**src/rtl/tpu_pkg.sv**
```systemverilog
// Shared encodings and state type for the TPU host-side job sequencer.
package tpu_pkg;

  localparam int N_ELEM = 16;
  localparam int IDX_W  = $clog2(N_ELEM);

  localparam logic [1:0] MA_IDLE = 2'b00;
  localparam logic [1:0] MA_WR_A = 2'b01;
  localparam logic [1:0] MA_WR_W = 2'b10;
  localparam logic [1:0] MA_RD_P = 2'b11;

  typedef enum logic [3:0] {
    S_IDLE, S_LOAD_A, S_LOAD_W, S_KICK, S_WAIT_HI,
    S_WAIT_LO, S_RD_ISSUE, S_RD_WAIT, S_RD_HOLD, S_DONE
  } job_state_t;

endpackage

```
**src/rtl/tpu_job_ctrl.sv**
```systemverilog
// Job sequencer for the 4x4 systolic core: loads A (and optionally W),
// kicks the core, waits for busy high/low, then streams 16 products out.
module tpu_job_ctrl
  import tpu_pkg::*;
#(
  parameter int RD_LAT  = 1,
  parameter int BUSY_TO = 8
) (
  input  logic       clk,
  input  logic       rst,
  input  logic       cmd_valid,
  output logic       cmd_ready,
  input  logic       cmd_reuse_w,
  input  logic       in_valid,
  output logic       in_ready,
  input  logic [7:0] in_data,
  output logic       out_valid,
  input  logic       out_ready,
  output logic [7:0] out_data,
  output logic       out_last,
  output logic       job_done,
  output logic       err_timeout,
  output logic [7:0] tpu_data_in,
  output logic [3:0] tpu_wr_addr,
  output logic [3:0] tpu_rd_addr,
  output logic [1:0] tpu_mem_acc,
  output logic       tpu_start,
  input  logic       tpu_busy,
  input  logic [7:0] tpu_data_out
);

  localparam int TW = $clog2(BUSY_TO + 1);
  localparam int LW = (RD_LAT > 1) ? $clog2(RD_LAT) : 1;
  localparam logic [IDX_W-1:0] LAST = IDX_W'(N_ELEM - 1);

  job_state_t       r_state, w_state;
  logic [IDX_W-1:0] r_idx, w_idx;
  logic [TW-1:0]    r_timer, w_timer;
  logic [LW-1:0]    r_lat, w_lat;
  logic             r_reuse_w, w_reuse_w;
  logic             r_err, w_err;
  logic             r_out_valid, w_out_valid;
  logic [7:0]       r_out_data, w_out_data;
  logic             r_out_last, w_out_last;
  logic [7:0]       r_data_in, w_data_in;
  logic [3:0]       r_wr_addr, w_wr_addr;
  logic [3:0]       r_rd_addr, w_rd_addr;
  logic [1:0]       r_mem_acc, w_mem_acc;
  logic             r_start, w_start;

  // Next-state, next-register and handshake outputs; every tpu_* pin is a
  // register whose next value is decided here, so it launches one edge late.
  always_comb begin
    w_state     = r_state;
    w_idx       = r_idx;
    w_timer     = r_timer;
    w_lat       = r_lat;
    w_reuse_w   = r_reuse_w;
    w_err       = r_err;
    w_out_valid = r_out_valid;
    w_out_data  = r_out_data;
    w_out_last  = r_out_last;
    w_data_in   = r_data_in;
    w_wr_addr   = r_wr_addr;
    w_rd_addr   = r_rd_addr;
    w_mem_acc   = MA_IDLE;
    w_start     = 1'b0;
    cmd_ready   = 1'b0;
    in_ready    = 1'b0;
    job_done    = 1'b0;
    case (r_state)
      S_IDLE: begin
        cmd_ready = 1'b1;
        if (cmd_valid) begin
          w_reuse_w = cmd_reuse_w;
          w_idx     = '0;
          w_err     = 1'b0;
          w_state   = S_LOAD_A;
        end
      end
      S_LOAD_A, S_LOAD_W: begin
        in_ready = 1'b1;
        if (in_valid) begin
          w_wr_addr = r_idx;
          w_data_in = in_data;
          w_mem_acc = (r_state == S_LOAD_A) ? MA_WR_A : MA_WR_W;
          if (r_idx == LAST) begin
            w_idx   = '0;
            w_state = (r_state == S_LOAD_A && !r_reuse_w) ? S_LOAD_W : S_KICK;
          end else begin
            w_idx = r_idx + 1'b1;
          end
        end
      end
      S_KICK: begin
        w_start = 1'b1;
        w_timer = '0;
        w_state = S_WAIT_HI;
      end
      S_WAIT_HI: begin
        if (tpu_busy) begin
          w_state = S_WAIT_LO;
        end else if (r_timer == TW'(BUSY_TO - 1)) begin
          // core never acknowledged the start: abandon the job, no output
          w_err   = 1'b1;
          w_state = S_IDLE;
        end else begin
          w_timer = r_timer + TW'(1);
        end
      end
      S_WAIT_LO: begin
        if (!tpu_busy) w_state = S_RD_ISSUE;
      end
      S_RD_ISSUE: begin
        w_rd_addr = r_idx;
        w_mem_acc = MA_RD_P;
        w_lat     = '0;
        w_state   = S_RD_WAIT;
      end
      S_RD_WAIT: begin
        if (r_lat == LW'(RD_LAT - 1)) begin
          w_out_data  = tpu_data_out;
          w_out_valid = 1'b1;
          w_out_last  = (r_idx == LAST);
          w_state     = S_RD_HOLD;
        end else begin
          // keep the read access asserted until the data is captured
          w_lat     = r_lat + LW'(1);
          w_mem_acc = MA_RD_P;
        end
      end
      S_RD_HOLD: begin
        if (out_ready) begin
          w_out_valid = 1'b0;
          w_out_last  = 1'b0;
          if (r_idx == LAST) begin
            w_state = S_DONE;
          end else begin
            w_idx   = r_idx + 1'b1;
            w_state = S_RD_ISSUE;
          end
        end
      end
      S_DONE: begin
        job_done = 1'b1;
        w_state  = S_IDLE;
      end
      default: w_state = S_IDLE;
    endcase
  end

  // State and datapath registers with synchronous reset.
  always_ff @(posedge clk) begin
    if (rst) begin
      r_state     <= S_IDLE;
      r_idx       <= '0;
      r_timer     <= '0;
      r_lat       <= '0;
      r_reuse_w   <= 1'b0;
      r_err       <= 1'b0;
      r_out_valid <= 1'b0;
      r_out_data  <= '0;
      r_out_last  <= 1'b0;
      r_data_in   <= '0;
      r_wr_addr   <= '0;
      r_rd_addr   <= '0;
      r_mem_acc   <= MA_IDLE;
      r_start     <= 1'b0;
    end else begin
      r_state     <= w_state;
      r_idx       <= w_idx;
      r_timer     <= w_timer;
      r_lat       <= w_lat;
      r_reuse_w   <= w_reuse_w;
      r_err       <= w_err;
      r_out_valid <= w_out_valid;
      r_out_data  <= w_out_data;
      r_out_last  <= w_out_last;
      r_data_in   <= w_data_in;
      r_wr_addr   <= w_wr_addr;
      r_rd_addr   <= w_rd_addr;
      r_mem_acc   <= w_mem_acc;
      r_start     <= w_start;
    end
  end

  assign out_valid   = r_out_valid;
  assign out_data    = r_out_data;
  assign out_last    = r_out_last;
  assign err_timeout = r_err;
  assign tpu_data_in = r_data_in;
  assign tpu_wr_addr = r_wr_addr;
  assign tpu_rd_addr = r_rd_addr;
  assign tpu_mem_acc = r_mem_acc;
  assign tpu_start   = r_start;

endmodule

```
**config.mk**
```make
export PLATFORM = sky130hd
export DESIGN_NAME = tpu_job_ctrl
export DESIGN_NICKNAME = d
export VERILOG_FILES = /design/src/rtl/tpu_pkg.sv /design/src/rtl/tpu_job_ctrl.sv
export SDC_FILE = /design/constraint.sdc
export NUM_CORES = 1
export LEC_CHECK = 0
export BUFFER_PORTS_ARGS = -buffer_cell sky130_fd_sc_hd__buf_2
export CAP_MARGIN = 20
export CORE_ASPECT_RATIO = 2
export CORE_UTILIZATION = 35
export DETAILED_ROUTE_END_ITERATION = 16
export GPL_TIMING_DRIVEN = 0
export PLACE_DENSITY = 0.63
export SYNTH_ARGS = -nofsm -noshare
export SYNTH_HDL_FRONTEND = slang
export SYNTH_SLANG_ARGS = --single-unit
```
**constraint.sdc**
```tcl
create_clock -name clk -period 2.7 [get_ports clk]
set_input_delay 0.81 -clock clk [delete_from_list [all_inputs] [get_ports clk]]
set_output_delay 0.81 -clock clk [all_outputs]
set_load 0.02 [all_outputs]
```
==> impl_metrics.json <==
{
  "outcome": "finished, final reports clean",
  "root_buffer": "clkbuf_8",
  "grt_first_pass_wirelength_um": 8420,
  "setup_slack_ps": 242,
  "h-tree-depth": 2,
  "drc_errors": 0,
  "path_clk_slew_ps": 80,
  "io_buffers": 55,
  "drive_gt1_share_pct": 25.5,
  "overflow": 0,
  "timing.fmax_mhz": 407,
  "crit_top_cell": "buf_2",
  "async_reset_ff_share_pct": 0,
  "cp-end-kind": "primary output",
  "diodes": 0,
  "syn_area_per_cell_um2": 8.70,
  "mostFrequentLayoutCell": "buf_2",
  "firstDrtPassIters": 4,
  "wl_per_cell_um": 14.7,
  "dp_slack_ps": 435,
  "synth_edf_count": 0,
  "setup_viol": 0,
  "rows": 38,
  "cp_slowest_cell": "dfxtp_1",
  "die_w_um": 55.7,
  "crit_chain": "buf_2 -> clkbuf_1 -> nor4_1 -> buf_2",
  "ios": 56,
  "worstSetupPathType": "flip-flop to primary output",
  "cts-buffers-inserted": 5,
  "syn_to_final_growth_pct": 23.7,
  "synth_ff_type": "dfxtp_1",
  "finalWirelength_um": 5200,
  "critical_path_required_ps": 1890,
  "fin_crit_ps": 2460,
  "skew_ps": 3.72,
  "synth.distinct_cells": 49,
  "grt_usage_pct": 17.7,
  "critPathLaunch": "r_state[3]$_SDFFE_PP0P_",
  "ctsHoldBuffers": 0,
  "place.gp.congestion": 0.903,
  "first_global_vias": 1852,
  "drt_iter0_drc": 79,
  "yosysSeqAreaShare_pct": 42.6,
  "postPlaceCellArea_um2": 2370,
  "max_slew_margin_pct": 62.6,
  "yosysWarnings": 0,
  "setup_tns_ps": 0,
  "ir_worst_vdd_mv": 0.641,
  "critical_path.max_stage_delay_ps": 450,
  "worstMarginPinSlew_ps": 559,
  "grt_start_max_net_pins": 14,
  "timing.rr.start": "r_state[0]$_SDFFE_PP0P_",
  "clockBufferDepth": 2,
  "maxCapViolCount": 0,
  "syn_inst": 232,
  "hp-class": "flip-flop to flip-flop",
  "cts_sinks": 43,
  "ant_nets": 0,
  "r2r_cells": 5,
  "hold_start": "out_data[7]$_SDFFE_PP0P_",
  "antenna_found_initial": 0,
  "final_area_um2": 2500,
  "cts_tree": "done",
  "rsz0062_at_grt": "no",
  "drv_slew": 0,
  "netlist_area_um2": 2020,
  "dieArea_um2": 6100,
  "synthTopCellsByArea": "dfxtp_1 (43%), mux2i_1 (9.9%), nor2_1 (5.4%), nand2_1 (4.1%), a21oi_1 (3.5%)",
  "final_nets": 318,
  "cts_setup_buffers": 0,
  "start_kind": "flip-flop",
  "vias_per_cell": 5.38,
  "synthesis.nets": 257,
  "hold_viol_final": 0,
  "p_leak_nw": 1.11,
  "most-common-layout-cells": "buf_2 (57), dfxtp_1 (43), nor2_1 (29)",
  "core_um2": 5470,
  "fin_crit_sh_pct": 91.0,
  "die_h_um": 109,
  "hold_path_depth": 2,
  "synth_top_area_cell": "dfxtp_1",
  "arrival_ps": 1650,
  "cts_resized": 0,
  "clk_latency_ps": 300,
  "netlist.area_leader.share_pct": 42.6,
  "initial_utilization_pct": 36.9,
  "dp_hpwl_um": 4010,
  "synth_seq_cells": 43,
  "p_per_area_nw_per_um2": 860,
  "critPathMaxFanout": 10,
  "routed-via-count": 1906
}
power by group:
group / internal (mW) / switching [mW] / leakage (nW)
clock: 0.370 / 0.220 / 0.0654
combinational: 0.320 / 0.497 / 0.697
sequential: 0.697 / 0.0438 / 0.348
worst paths after layout:
check,to,slack (ps)
max reg2reg,r_timer[1]$_SDFFE_PP0P_,760
max,cmd_ready,240
min reg2reg,out_data[7]$_SDFFE_PP0P_,450
min,out_data[7]$_SDFFE_PP0P_,450
stage by stage:
step / hold WS (ps) / utilization (%) / std cells / power (mW)
after floorplan: 451 / - / 232 / 1.36
after global placement: 441 / 43.3 / 347 / 1.57
after detailed placement: 448 / 43.3 / 347 / 1.57
after CTS: 460 / 45.8 / 355 / 2.17
after global routing: 482 / 45.7 / 354 / 2.27
final: 453 / 45.7 / 354 / 2.15
logic make-up after synthesis:
group,after synthesis,share of synthesized area [%]
AO/OA/AOI/OAI,49,17.2
flip-flops,43,42.6
AND/OR/NAND/NOR,93,23.2
adder cells (fa/ha/maj),2,1.24
XOR/XNOR,2,0.868
buffers and inverters,23,4.96
multiplexers,20,9.91
cell type report:
class	count	area [um^2]
fillers	579	2970
clock inverters	2	60.1
multi-input cells	166	1060
plain buffers	16	73.8
inverters	6	22.5
repair buffers	55	275
clock buffers	6	72.6
flip-flops and latches	43	861
well taps	60	75.1
worst max-delay path: cells and delay by family (launching register included):
family                 cells  cell delay [ps]
buffers and inverters      3              810
DFF                        1              450
and+or+nand+nor            1               90
routing by layer:
metal  global-route usage, %  vias up  share of wire, %
li1                        -      950                 -
met1                    17.3      895                38
met2                    34.0       51                54
met3                    3.76       10               4.9
met4                    9.64        0               2.8
met5                       0        -                 0
cells in the mapped netlist, types with 2 or more instances:
library cell,number
o21ai_0,8
nor3_1,4
and2_1,4
buf_2,2
or4_1,3
o211ai_1,2
nand2_1,22
nor2b_1,2
a32oi_1,2
and3_1,2
mux2i_1,20
clkbuf_1,13
dfxtp_1,43
nor4_1,2
a31oi_1,3
a21oi_1,14
nor2_1,29
ha_1,2
or2_2,4
a211oi_1,5
o311ai_0,2
inv_1,6
nand3_1,9
nand3b_1,2
o31ai_1,3
sequential cells by signal (all words and copies together) (netlist names):
name,flops
out_data,8
tpu_data_in,8
r_idx,4
r_state,4
r_timer,4
tpu_rd_addr,4
tpu_wr_addr,4
tpu_mem_acc,2
err_timeout,1
out_last,1
out_valid,1
r_reuse_w,1
tpu_start,1
(Power assumes the default switching activity.)
